File: config.mk
export PLATFORM = sky130hd
export DESIGN_NAME = cordic_mag_phase_flat
export DESIGN_NICKNAME = d
export VERILOG_FILES = /design/src/rtl/cordic_mag_phase_if.sv /design/src/rtl/cordic_mag_phase.sv /design/src/flat_wrapper.sv
export SDC_FILE = /design/constraint.sdc
export NUM_CORES = 1
export LEC_CHECK = 0
export ABC_AREA = 1
export CORE_MARGIN = 2
export CORE_UTILIZATION = 35
export CTS_CLUSTER_SIZE = 40
export DETAILED_ROUTE_END_ITERATION = 8
export GPL_ROUTABILITY_DRIVEN = 0
export PLACE_DENSITY = 0.59
export SLEW_MARGIN = 25
export SYNTH_ARGS = -nofsm -noshare
export SYNTH_HDL_FRONTEND = slang
export SYNTH_SLANG_ARGS = --single-unit
File: constraint.sdc
create_clock -name i_clk -period 8 [get_ports i_clk]
set_input_delay 1.6 -clock i_clk [delete_from_list [all_inputs] [get_ports i_clk]]
set_output_delay 1.6 -clock i_clk [all_outputs]
set_load 0.005 [all_outputs]
File: src/rtl/cordic_mag_phase_if.sv
// cordic_mag_phase_if: sample-in / result-out handshake bundle for the
// vectoring CORDIC. The master side is whoever feeds samples and consumes
// results; the slave side is the CORDIC block itself.
interface cordic_mag_phase_if #(
    parameter int gp_xy_width = 12,
    parameter int gp_z_width  = 12
);
    logic                          i_valid;
    logic                          o_ready;
    logic signed [gp_xy_width-1:0] i_x;
    logic signed [gp_xy_width-1:0] i_y;
    logic                          o_valid;
    logic                          i_ready;
    logic signed [gp_xy_width+1:0] o_mag;
    logic signed [gp_z_width-1:0]  o_phase;

    modport master (
        output i_valid, i_x, i_y, i_ready,
        input  o_ready, o_valid, o_mag, o_phase
    );

    modport slave (
        input  i_valid, i_x, i_y, i_ready,
        output o_ready, o_valid, o_mag, o_phase
    );
endinterface

File: src/rtl/cordic_mag_phase.sv
// cordic_mag_phase: iterative vectoring-mode CORDIC, (x,y) -> (|v|, atan2(y,x)).
// One shared add/shift datapath, one micro-rotation per enabled cycle.
// Left-half-plane inputs are pre-rotated by pi so the iterations only ever
// have to cover +-pi/2. Phase is a signed binary angle (2^gp_z_width = 2*pi).
// Optional macro CORDIC_MAG_GAIN_COMP_EN adds a one-cycle GAIN state that
// removes the CORDIC gain K from the magnitude; without it o_mag = K*|v|.
module cordic_mag_phase #(
    parameter int gp_nr_iter  = 12,
    parameter int gp_xy_width = 12,
    parameter int gp_z_width  = 12
) (
    input  logic                  i_clk,
    input  logic                  i_rst_an,
    input  logic                  i_ena,
    cordic_mag_phase_if.slave     bus
);

    // Guard bits: +2 covers sqrt(2)*K growth, the low bits keep the
    // truncation error of the shifts below the output LSB.
    localparam int C_SH    = $clog2(gp_nr_iter);
    localparam int C_W_INT = gp_xy_width + 2 + C_SH;
    localparam int C_CW    = (C_SH < 1) ? 1 : C_SH;
    localparam int C_TAB   = 2 ** C_CW;
    localparam logic [gp_z_width-1:0] C_PI = {1'b1, {(gp_z_width-1){1'b0}}};

    // atan(2^-i) as a binary angle, rounded; evaluated at elaboration only.
    function automatic int atan_entry(input int i);
        real a;
        real s;
        case (i)
            0:       a = 0.7853981633974483;
            1:       a = 0.4636476090008061;
            2:       a = 0.24497866312686414;
            3:       a = 0.12435499454676144;
            4:       a = 0.06241880999595735;
            5:       a = 0.031239833430268277;
            6:       a = 0.015623728620476831;
            7:       a = 0.007812341060101111;
            8:       a = 0.0039062301319669718;
            9:       a = 0.0019531225164788188;
            10:      a = 0.0009765621895593195;
            11:      a = 0.0004882812111948983;
            12:      a = 0.00024414062014936177;
            13:      a = 0.00012207031189367021;
            default: a = 2.0 ** (-i);   // atan(x) == x to well below 1 LSB here
        endcase
        s = (2.0 ** gp_z_width) / 6.283185307179586;
        return $rtoi(a * s + 0.5);
    endfunction

    typedef enum logic [1:0] {
        S_IDLE,
        S_ITER,
`ifdef CORDIC_MAG_GAIN_COMP_EN
        S_GAIN,
`endif
        S_DONE
    } state_t;

    state_t                      state_q;
    logic [C_CW-1:0]             cnt_q;
    logic signed [C_W_INT-1:0]   x_q, y_q;
    logic [gp_z_width-1:0]       z_q;

    logic signed [C_W_INT-1:0]   x_in, y_in;
    logic signed [C_W_INT-1:0]   x_sh, y_sh;
    logic signed [C_W_INT-1:0]   x_rot, y_rot;
    logic [gp_z_width-1:0]       z_rot;
    logic [gp_z_width-1:0]       atan_tab [C_TAB];

    // Table padded to a power of two so any counter value indexes safely.
    for (genvar g = 0; g < C_TAB; g++) begin : g_atan
        localparam int C_AT = (g < gp_nr_iter) ? atan_entry(g) : 0;
        assign atan_tab[g] = gp_z_width'(C_AT);
    end

    // Sign-extend into the wide datapath, then move up into the guard bits.
    assign x_in = C_W_INT'(bus.i_x) <<< C_SH;
    assign y_in = C_W_INT'(bus.i_y) <<< C_SH;

    assign x_sh = x_q >>> cnt_q;
    assign y_sh = y_q >>> cnt_q;

    // One micro-rotation driving y toward zero; x/y use pre-update values.
    always_comb begin
        if (!y_q[C_W_INT-1]) begin
            x_rot = x_q + y_sh;
            y_rot = y_q - x_sh;
            z_rot = z_q + atan_tab[cnt_q];
        end else begin
            x_rot = x_q - y_sh;
            y_rot = y_q + x_sh;
            z_rot = z_q - atan_tab[cnt_q];
        end
    end

`ifdef CORDIC_MAG_GAIN_COMP_EN
    // 1/K scaled to 2^(gp_xy_width+1); always positive so fits W+2 signed bits.
    localparam int C_PW = C_W_INT + gp_xy_width + 2;
    localparam logic signed [gp_xy_width+1:0] C_GAIN_K =
        (gp_xy_width+2)'($rtoi(0.607252935 * (2.0 ** (gp_xy_width + 1)) + 0.5));

    logic signed [C_PW-1:0]    gain_prod;
    logic signed [C_W_INT-1:0] x_gain;

    assign gain_prod = C_PW'(x_q) * C_PW'(C_GAIN_K);
    assign x_gain    = C_W_INT'(gain_prod >>> (gp_xy_width + 1));
`endif

    // Control FSM and datapath registers; everything freezes while i_ena=0.
    always_ff @(posedge i_clk or negedge i_rst_an) begin
        if (!i_rst_an) begin
            state_q     <= S_IDLE;
            cnt_q       <= '0;
            x_q         <= '0;
            y_q         <= '0;
            z_q         <= '0;
            bus.o_ready <= 1'b1;
            bus.o_valid <= 1'b0;
            bus.o_mag   <= '0;
            bus.o_phase <= '0;
        end else if (i_ena) begin
            case (state_q)
                S_IDLE: begin
                    if (bus.i_valid) begin
                        if (x_in[C_W_INT-1]) begin
                            x_q <= -x_in;
                            y_q <= -y_in;
                            z_q <= C_PI;
                        end else begin
                            x_q <= x_in;
                            y_q <= y_in;
                            z_q <= '0;
                        end
                        cnt_q       <= '0;
                        bus.o_ready <= 1'b0;
                        state_q     <= S_ITER;
                    end
                end
                S_ITER: begin
                    x_q   <= x_rot;
                    y_q   <= y_rot;
                    z_q   <= z_rot;
                    cnt_q <= cnt_q + 1'b1;
                    if (cnt_q == C_CW'(gp_nr_iter - 1)) begin
                        cnt_q <= '0;
`ifdef CORDIC_MAG_GAIN_COMP_EN
                        state_q <= S_GAIN;
`else
                        state_q <= S_DONE;
`endif
                    end
                end
`ifdef CORDIC_MAG_GAIN_COMP_EN
                S_GAIN: begin
                    x_q     <= x_gain;
                    state_q <= S_DONE;
                end
`endif
                S_DONE: begin
                    // First DONE cycle publishes; then hold until accepted.
                    if (!bus.o_valid) begin
                        bus.o_valid <= 1'b1;
                        bus.o_mag   <= (gp_xy_width+2)'(x_q >>> C_SH);
                        bus.o_phase <= z_q;
                    end else if (bus.i_ready) begin
                        bus.o_valid <= 1'b0;
                        bus.o_ready <= 1'b1;
                        state_q     <= S_IDLE;
                    end
                end
                default: begin
                    state_q     <= S_IDLE;
                    bus.o_ready <= 1'b1;
                    bus.o_valid <= 1'b0;
                end
            endcase
        end
    end

endmodule

File: src/flat_wrapper.sv
// flat-port wrapper written by rule: the top's interface ports become plain ports
module cordic_mag_phase_flat 
#(
    parameter int gp_nr_iter  = 12,
    parameter int gp_xy_width = 12,
    parameter int gp_z_width  = 12
)
  (i_clk, i_rst_an, i_ena, bus_i_valid, bus_i_x, bus_i_y, bus_i_ready, bus_o_ready, bus_o_valid, bus_o_mag, bus_o_phase);
  cordic_mag_phase_if #(.gp_xy_width(gp_xy_width), .gp_z_width(gp_z_width)) bus_i ();
  input  logic i_clk;
  input  logic i_rst_an;
  input  logic i_ena;
  input wire logic [$bits(bus_i.i_valid)-1:0] bus_i_valid;
  input wire logic [$bits(bus_i.i_x)-1:0] bus_i_x;
  input wire logic [$bits(bus_i.i_y)-1:0] bus_i_y;
  input wire logic [$bits(bus_i.i_ready)-1:0] bus_i_ready;
  output wire logic [$bits(bus_i.o_ready)-1:0] bus_o_ready;
  output wire logic [$bits(bus_i.o_valid)-1:0] bus_o_valid;
  output wire logic [$bits(bus_i.o_mag)-1:0] bus_o_mag;
  output wire logic [$bits(bus_i.o_phase)-1:0] bus_o_phase;
  assign bus_i.i_valid = bus_i_valid;
  assign bus_i.i_x = bus_i_x;
  assign bus_i.i_y = bus_i_y;
  assign bus_i.i_ready = bus_i_ready;
  assign bus_o_ready = bus_i.o_ready;
  assign bus_o_valid = bus_i.o_valid;
  assign bus_o_mag = bus_i.o_mag;
  assign bus_o_phase = bus_i.o_phase;
  cordic_mag_phase #(.gp_nr_iter(gp_nr_iter), .gp_xy_width(gp_xy_width), .gp_z_width(gp_z_width)) u_core (.i_clk(i_clk), .i_rst_an(i_rst_an), .i_ena(i_ena), .bus(bus_i));
endmodule
==> results by group, run 1 <==
Timing
  – Rel. slew slack: 32.1%
  – Finish-stage setup viols: 0
  – Clock skew: 0.0163 ns
  – Final Max Tran Viols: 0
  – Minimum clock period: 5.05 ns
  – Fmax: 198 MHz
  – Unrepaired setup endpoints after global routing: false
  – Final hold vios: 0
  – Slew at the pin closest to its max-slew limit: 1.02 ns
  – Final Cycle Share: 63.1%
  – Setup TNS: 0 ns

Clock network
  – CTS tree: done
  – Clk root buf: clkbuf_16
  – CTS sink cnt: 82
  – CTS clk-pin slew, worst paths: 0.07 ns
  – Hold_buf cts: 0
  – # resized after CTS: 0
  – Post-CTS setup buffers: 0
  – CTS max path bufs: 2
  – H-tree Lvls: 3
  – Clock latency on the worst-skew pair: 0.37 ns
  – Num CTS Buffers: 9

Critical path
  – Crit-path max FO: 36
  – Critical path's slowest cell: dfrtp_1
  – Path depth of the worst reg2reg path: 24
  – Setup CP Type: reg2reg
  – RR Startpoint: u_core.cnt_q[2]
  – Crit Reg-Reg Endpoint: u_core.y_q[15]
  – Worst path max stage delay: 1.01 ns
  – CP endpoint: u_core.y_q[15]
  – Worst setup EP type: register
  – CP Launch Type: register
  – Critical path launch point: u_core.cnt_q[2]
  – Flop-to-flop setup slack: 2.95 ns
  – Worst Path Arrival: 5.29 ns
  – Top cell by count, worst path: nand2_1
  – CP Data Required Time: 8.24 ns
  – Crit-path cells: inv_2 -> nand3_1 -> o21ai_1 -> nand2_1 -> nand2_1 -> inv_1 -> ha_1 -> nand4_1 -> nor3_4 -> a21oi_1 -> xor2_1 -> inv_1 -> ha_1 -> nand2_1 -> nor2_1 -> nand4_1 -> nor2_1 -> nor2_1 -> o21bai_1 -> nand2_1 -> a21oi_1 -> nor2_1 -> o21ai_0 -> nand2_1

Cells and area
  – Share of cells above drive strength 1: 7.56%
  – Nets: 1486
  – Most common cell after layout, fill and taps aside: nand2_1
  – Most frequent cells in the layout: nand2_1 (361), inv_1 (149), o21ai_0 (117), nand3_1 (117), a21oi_1 (102)
  – Filler cells: 2701
  – Area Overhead vs Synth: 11.9%
  – Area of the multi-input gates: 0.00592 mm²
  – Reg area: 0.00205 mm²

Synth
  – Post-synthesis instance total: 1375
  – Distinct cells, synth: 61
  – Synth Cell Area: 0.00889 mm²
  – Yosys warnings: 0
  – Number of flops mapped to enable cells by yosys: 0
  – Sequential area share after synthesis: 23.1%
  – Largest area contributor in the netlist: dfrtp_1
  – Post-synth top area share: 22.8%
  – Primary FF master, synth: dfrtp_1
  – Largest cells by area after synthesis: dfrtp_1 (23%), nand2_1 (15%), ha_1 (7.9%), nand3_1 (6.6%), o21ai_0 (6.6%)
  – Syn Nets: 1463
  – Post-synth ARST share: 100%
  – Synth Register Bits: 82
  – Avg Cell Area, Syn: 6.46 µm²

Route
  – Vias per inst: 5.30
  – Iteration count of the initial detailed-routing pass: 7
  – # DRC: 0
  – Total Routed Length: 27500 µm
  – Avg WL per Cell: 15.8 µm
  – Initial DRC count: 746
  – Routed Antenna Nets: 0
  – Via count: 9187

Floorplanning
  – Initial Util: 35.5%
  – I/O pins: 57
  – Core Box Area: 0.0250 mm²
  – Die extent in x: 163 µm
  – Die height: 163 µm
  – Num rows: 58
  – Die area: 0.0267 mm²

Placement
  – Buffers on Ports: 56
  – Dpl hpwl: 20900 µm

Worst hold path
  – Min-delay worst type: reg2reg

GRT
  – Grt ovf: 0
  – Initial antenna violation count: 1
  – Total track usage: 20.5%
  – First-pass GRT wire length: 43400 µm
  – Vias in the first global route: 8343
  – Largest net degree at the start of global routing: 57

Run
  – Maxcap violations: 0

Run status
  – Status: completed
-- critical path, delay by kind of cell, from the launching register on --
family	cells	cell delay, ns
simple gates	13	1.72
compound gates	5	0.84
flops	1	1.01
xor+xnor	1	0.14
buf+inv	3	0.66
fa+ha+maj	2	0.55
-- state kept, by name (all words and copies together) (netlist names) --
name                count
u_core.bus.o_mag       14
u_core.y_q             18
u_core.z_q             12
u_core.bus.o_valid      1
u_core.state_q          2
u_core.x_q             18
u_core.bus.o_ready      1
u_core.cnt_q            4
u_core.bus.o_phase     12
-- layout make-up --
type,instances,area share [%]
clock buffer,9,2.26
sequential,82,20.6
tap,330,4.15
timing repair buffer,68,6.51
clock inverter,7,0.817
multi-input combinational,1078,59.5
antenna,1,0.0252
inverter,159,6.05
-- how the worst min path moves through the flow --
stage	startpoint	end	slack, ns	cells past startpoint
3_5_place_dp	u_core.bus.o_phase[6]	u_core.bus.o_phase[6]	0.47	2
3_3_place_gp	u_core.bus.o_phase[6]	u_core.bus.o_phase[6]	0.47	2
6_report	u_core.bus.o_phase[6]	u_core.bus.o_phase[6]	0.49	2
4_1_cts	u_core.bus.o_phase[6]	u_core.bus.o_phase[6]	0.49	2
2_1_floorplan	u_core.state_q[0]	u_core.state_q[0]	0.48	2
5_1_grt	u_core.bus.o_mag[10]	u_core.bus.o_mag[10]	0.52	2
-- cells in the mapped netlist, drive strengths merged, types with 2 or more instances --
| cell type | instances |
|---|---|
| buf | 35 |
| o31ai | 8 |
| o211ai | 8 |
| ha | 56 |
| and2 | 3 |
| mux2 | 5 |
| xnor2 | 16 |
| o311ai | 2 |
| o22ai | 13 |
| a21boi | 4 |
| a21oi | 105 |
| xor2 | 26 |
| or2 | 8 |
| inv | 157 |
| nand2 | 383 |
| dfrtp | 81 |
| nand4 | 12 |
| clkinv | 2 |
| nor2 | 95 |
| nor4 | 2 |
| nand3 | 122 |
| clkbuf | 21 |
| fa | 3 |
| o21bai | 5 |
| a21o | 3 |
| o2111ai | 2 |
| o21ai | 142 |
| a22oi | 7 |
| a31oi | 17 |
| nor3 | 20 |
| nand3b | 6 |
-- metal layers --
| metal | share of wire, % | GRT usage, % | up-vias | wire length (µm) |
|---|---|---|---|---|
| li1 | - | - | 4643 | - |
| met1 | 46 | 27.8 | 4233 | 12800 |
| met2 | 46 | 34.0 | 276 | 12600 |
| met3 | 5.2 | 2.95 | 35 | 1430 |
| met4 | 2.5 | 5.99 | 0 | 685 |
| met5 | 0 | 0 | - | 0 |
-- kinds of logic after synthesis --
family | synth area share [%]
adders and majority gates | 8.56
DFF | 23.1
xor gates and xnor gates | 4.14
and+or+nand+nor | 32.7
AOI/OAI and AO/OA | 20.6
buffers and inverters | 10.3
muxes | 0.633
-- per-stage QoR --
step           setup slack [ns]  util, %  instances  instance area (µm²)  hold WS [ns]
2_1_floorplan              4.42        -       1375                 8890         0.475
3_3_place_gp               3.24     38.5       1717                 9640         0.465
3_5_place_dp               3.09     38.5       1717                 9640         0.473
4_1_cts                    3.08     39.7       1733                 9950         0.491
5_1_grt                    2.55     39.7       1733                 9950         0.525
6_report                   2.95     39.7       1734                 9950         0.486
Power of run 1 is not shown: default switching activity piles up to over one toggle a cycle in this logic, so the estimate is an artifact.
==> run 2, diff against run 1 <==
==> constraint.sdc (replaced) <==
create_clock -name i_clk -period 5 [get_ports i_clk]
set_input_delay 1 -clock i_clk [delete_from_list [all_inputs] [get_ports i_clk]]
set_output_delay 1 -clock i_clk [all_outputs]
set_load 0.005 [all_outputs]
==> results by group, run 2 (synthesis gave the netlist of run 1 again) <==
Run status
  – Status: completed

Route
  – Via count: 9171
  – # DRC: 0
  – Total Routed Length: 27500 µm
  – Routed Antenna Nets: 0
  – Initial DRC count: 890
  – Vias per inst: 5.28
  – Avg WL per Cell: 15.8 µm
  – Iteration count of the initial detailed-routing pass: 5

Floorplanning
  – Initial Util: 35.5%
  – Core Box Area: 0.0250 mm²
  – Die height: 163 µm
  – Num rows: 58
  – Die area: 0.0267 mm²
  – I/O pins: 57
  – Die extent in x: 163 µm

Clock network
  – Clock latency on the worst-skew pair: 0.37 ns
  – CTS max path bufs: 2
  – CTS tree: done
  – CTS sink cnt: 82
  – Clk root buf: clkbuf_16
  – Post-CTS setup buffers: 0
  – CTS clk-pin slew, worst paths: 0.08 ns
  – H-tree Lvls: 3
  – Hold_buf cts: 0
  – # resized after CTS: 0
  – Num CTS Buffers: 9

Critical path
  – Setup CP Type: reg2reg
  – Path depth of the worst reg2reg path: 26
  – Worst setup EP type: register
  – Top cell by count, worst path: nand2_1
  – Critical path's slowest cell: dfrtp_1
  – Worst path max stage delay: 0.40 ns
  – CP Launch Type: register
  – CP Data Required Time: 5.25 ns
  – Crit-path max FO: 29
  – Worst Path Arrival: 4.60 ns

Cells and area
  – Share of cells above drive strength 1: 7.82%
  – Most common cell after layout, fill and taps aside: nand2_1
  – Biggest regs: u_core.x_q: 18 flops, u_core.y_q: 18 flops, u_core.bus.o_mag: 14 flops
  – N_diodes: 0
  – Most frequent cells in the layout: nand2_1 (361), inv_1 (149), o21ai_0 (117), nand3_1 (117), a21oi_1 (102)
  – Nets: 1490
  – Area Overhead vs Synth: 12.2%

Timing
  – Fmax: 230 MHz
  – Final Cycle Share: 87.1%
  – Minimum clock period: 4.35 ns
  – Setup TNS: 0 ns
  – Rel. slew slack: 51.7%
  – Final Max Tran Viols: 0
  – Unrepaired setup endpoints after global routing: false
  – Slew at the pin closest to its max-slew limit: 0.722 ns
  – Finish-stage setup viols: 0
  – Final hold vios: 0
  – Clock skew: 0.0154 ns

Placement
  – Dpl hpwl: 20800 µm
  – Buffers on Ports: 56

Worst hold path
  – Min-delay worst type: reg2reg
  – Hold Crit Depth: 2

GRT
  – Largest net degree at the start of global routing: 56
  – Vias in the first global route: 8539
  – Grt ovf: 0
  – First-pass GRT wire length: 44300 µm
  – Initial antenna violation count: 0
  – Total track usage: 21.0%

Run
  – Maxcap violations: 0
## run 2: area by class of cell
| class | instances | area (µm²) |
|---|---|---|
| clock inverter | 7 | 81.3 |
| multi-input combinational | 1078 | 5920 |
| fill | 2727 | 15100 |
| sequential | 82 | 2050 |
| timing repair buffer | 72 | 678 |
| tap | 330 | 413 |
| inverter | 159 | 602 |
| clock buffer | 9 | 225 |
## run 2: critical path, delay by kind of cell, from the launching register on
| kind | cells | cell delay (ns) |
|---|---|---|
| compound gates | 5 | 0.83 |
| xor+xnor | 1 | 0.19 |
| fa+ha+maj | 2 | 0.58 |
| buf+inv | 3 | 0.52 |
| flops | 1 | 0.40 |
| simple gates | 15 | 1.72 |
## run 2: path summary, 6_finish.rpt
check	slack, ns	endpoint	from
max	0.65	u_core.y_q[15]	u_core.cnt_q[0]
min	0.49	u_core.bus.o_phase[3]	u_core.bus.o_phase[3]
max reg2reg	0.65	u_core.y_q[15]	u_core.cnt_q[0]
min reg2reg	0.49	u_core.bus.o_phase[3]	u_core.bus.o_phase[3]
max in group asynchronous	3.38	u_core.bus.o_ready	i_rst_an
min in group asynchronous	0.68	u_core.bus.o_phase[9]	i_rst_an
## run 2: per-stage QoR
step | hold slack [ns] | utilization (%) | std cells | instance area, µm² | worst slack [ns]
finish | 0.485 | 39.9 | 1737 | 9980 | 0.646
global route | 0.517 | 39.9 | 1737 | 9980 | 0.168
CTS | 0.492 | 39.9 | 1737 | 9980 | 0.733
detailed placement | 0.472 | 38.6 | 1721 | 9670 | 0.738
global placement | 0.466 | 38.6 | 1721 | 9670 | 0.819
floorplan | 0.475 | - | 1375 | 8890 | 1.42
## run 2: metal layers
layer,up-vias,global-route usage (%),wire (µm)
li1,4639,-,-
met1,4187,29.0,12900
met2,302,33.1,12000
met3,43,3.33,1740
met4,0,7.56,855
met5,-,0,0
Power of run 2 is left out for the same reason.
==> run 3, diff against run 2 <==
--- a/config.mk
+++ b/config.mk
@@ -10,7 +10,6 @@
 export CORE_UTILIZATION = 35
 export CTS_CLUSTER_SIZE = 40
 export DETAILED_ROUTE_END_ITERATION = 8
-export GPL_ROUTABILITY_DRIVEN = 0
 export PLACE_DENSITY = 0.59
 export SLEW_MARGIN = 25
 export SYNTH_ARGS = -nofsm -noshare
==> results by group, run 3 (synthesis gave the netlist of run 1 again) <==
Floorplanning
  – I/O pins: 57
  – Die extent in x: 163 µm
  – Num rows: 58
  – Die area: 0.0267 mm²
  – Die height: 163 µm
  – Initial Util: 35.5%
  – Core Box Area: 0.0250 mm²

Cells and area
  – Most common cell after layout, fill and taps aside: nand2_1
  – Layout Cells excl Fill: 1736
  – Nets: 1489
  – Most frequent cells in the layout: nand2_1 (361), inv_1 (148), o21ai_0 (117), nand3_1 (117), a21oi_1 (102)
  – Fin util: 39.8%
  – Biggest regs: u_core.x_q: 18 flops, u_core.y_q: 18 flops, u_core.bus.o_mag: 14 flops
  – Share of cells above drive strength 1: 7.75%
  – N_diodes: 0
  – Area Overhead vs Synth: 12.0%

Placement
  – Inst Count DP: 1720
  – Routability Congestion: 0.922
  – Dpl hpwl: 21400 µm
  – Buffers on Ports: 56

Timing
  – Unrepaired setup endpoints after global routing: false
  – Rel. slew slack: 50.9%
  – Clock skew: 0.0117 ns
  – Final Max Tran Viols: 0
  – Fmax: 229 MHz
  – Slew at the pin closest to its max-slew limit: 0.736 ns
  – Final Cycle Share: 87.4%
  – Finish-stage setup viols: 0
  – Final hold vios: 0
  – Minimum clock period: 4.37 ns
  – Hold Slack: 0.483 ns
  – Setup TNS: 0 ns

Worst hold path
  – Min-delay worst type: reg2reg
  – Hold worst-path end: u_core.bus.o_phase[3]
  – Hold path start: u_core.bus.o_phase[3]
  – Hold Crit Depth: 2

Clock network
  – CTS clk-pin slew, worst paths: 0.07 ns
  – CTS max path bufs: 2
  – Clock latency on the worst-skew pair: 0.35 ns
  – CTS tree: done
  – # resized after CTS: 0
  – Hold_buf cts: 0
  – Num CTS Buffers: 9
  – H-tree Lvls: 3
  – CTS sink cnt: 82
  – Clk root buf: clkbuf_16
  – Post-CTS setup buffers: 0

Route
  – Avg WL per Cell: 16.1 µm
  – Vias per inst: 5.29
  – # DRC: 0
  – Initial DRC count: 859
  – Total Routed Length: 27900 µm
  – Iteration count of the initial detailed-routing pass: 6
  – Via count: 9185
  – Routed Antenna Nets: 0

Critical path
  – Worst Path Arrival: 4.60 ns
  – CP Data Required Time: 5.23 ns
  – Flop-to-flop setup slack: 0.63 ns
  – Setup CP Type: reg2reg
  – Critical path launch point: u_core.cnt_q[0]
  – Crit-path max FO: 29
  – RR Startpoint: u_core.cnt_q[0]
  – Crit Reg-Reg Endpoint: u_core.y_q[15]
  – Worst setup EP type: register
  – Path depth of the worst reg2reg path: 27
  – CP Launch Type: register

Run status
  – Status: completed

GRT
  – Total track usage: 21.3%
  – First-pass GRT wire length: 44900 µm
  – Largest net degree at the start of global routing: 56
  – Grt ovf: 0
  – Vias in the first global route: 8640
  – Initial antenna violation count: 0

Run
  – Maxcap violations: 0
==> run 3: changes by cell type in the layout (fill, tap and decap cells not counted), moves of 2 or more <==
cell        before  now
clkinvlp_4       0    2
inv_8            2    0
inv_6            2    0
clkinv_8         2    0
==> run 3: critical path, cell delays in order (launching register included) <==
cell and delay (ns):
dfrtp_1 0.48, inv_2 0.44, nand2_1 0.14, nand2_1 0.09
nand2_1 0.06, nand2_1 0.07, nand2_1 0.05, nand3_1 0.10
nand2_1 0.12, inv_1 0.08, ha_1 0.17, nand4_1 0.17
nor3_4 0.25, a21oi_1 0.12, xor2_1 0.14, inv_1 0.07
ha_1 0.37, nand2_1 0.09, nor2_1 0.19, nand4_1 0.15
nor2_1 0.11, nor2_1 0.09, o21bai_1 0.21, nand2_1 0.10
a21oi_1 0.13, nor2_1 0.06, o21ai_0 0.13, nand2_1 0.07
==> run 3: through the flow <==
step	instance area [µm²]	setup WS (ns)
after floorplan	8890	1.42
after global placement	9660	0.675
after detailed placement	9660	0.652
after CTS	9960	0.641
after global routing	9960	0.0430
final	9960	0.630
==> run 3: worst max path at each step <==
stage	to
CTS	u_core.y_q[17]
global placement	u_core.z_q[9]
detailed placement	u_core.z_q[9]
finish	u_core.y_q[15]
global route	u_core.y_q[15]
floorplan	u_core.x_q[10]
==> run 3: area by class of cell <==
| type | count | area (µm²) |
|---|---|---|
| Clock buffer | 10 | 229 |
| Clock inverter | 6 | 67.6 |
| Fill cell | 2747 | 15100 |
| Inverter | 159 | 602 |
| Multi-Input combinational cell | 1078 | 5920 |
| Sequential cell | 82 | 2050 |
| Tap cell | 330 | 413 |
| Timing Repair Buffer | 71 | 671 |
==> run 3: per-layer routing <==
layer  routed length, µm  vias to the layer above  GRT usage [%]  share of wire [%]
met5                   0                        -              0                  0
met4                 449                        0           4.87                1.6
met3                1240                       28           2.51                4.4
met2               13000                      254           35.8                 46
met1               13300                     4274           29.1                 48
li1                    -                     4629              -                  -
Power of run 3 is left out for the same reason.
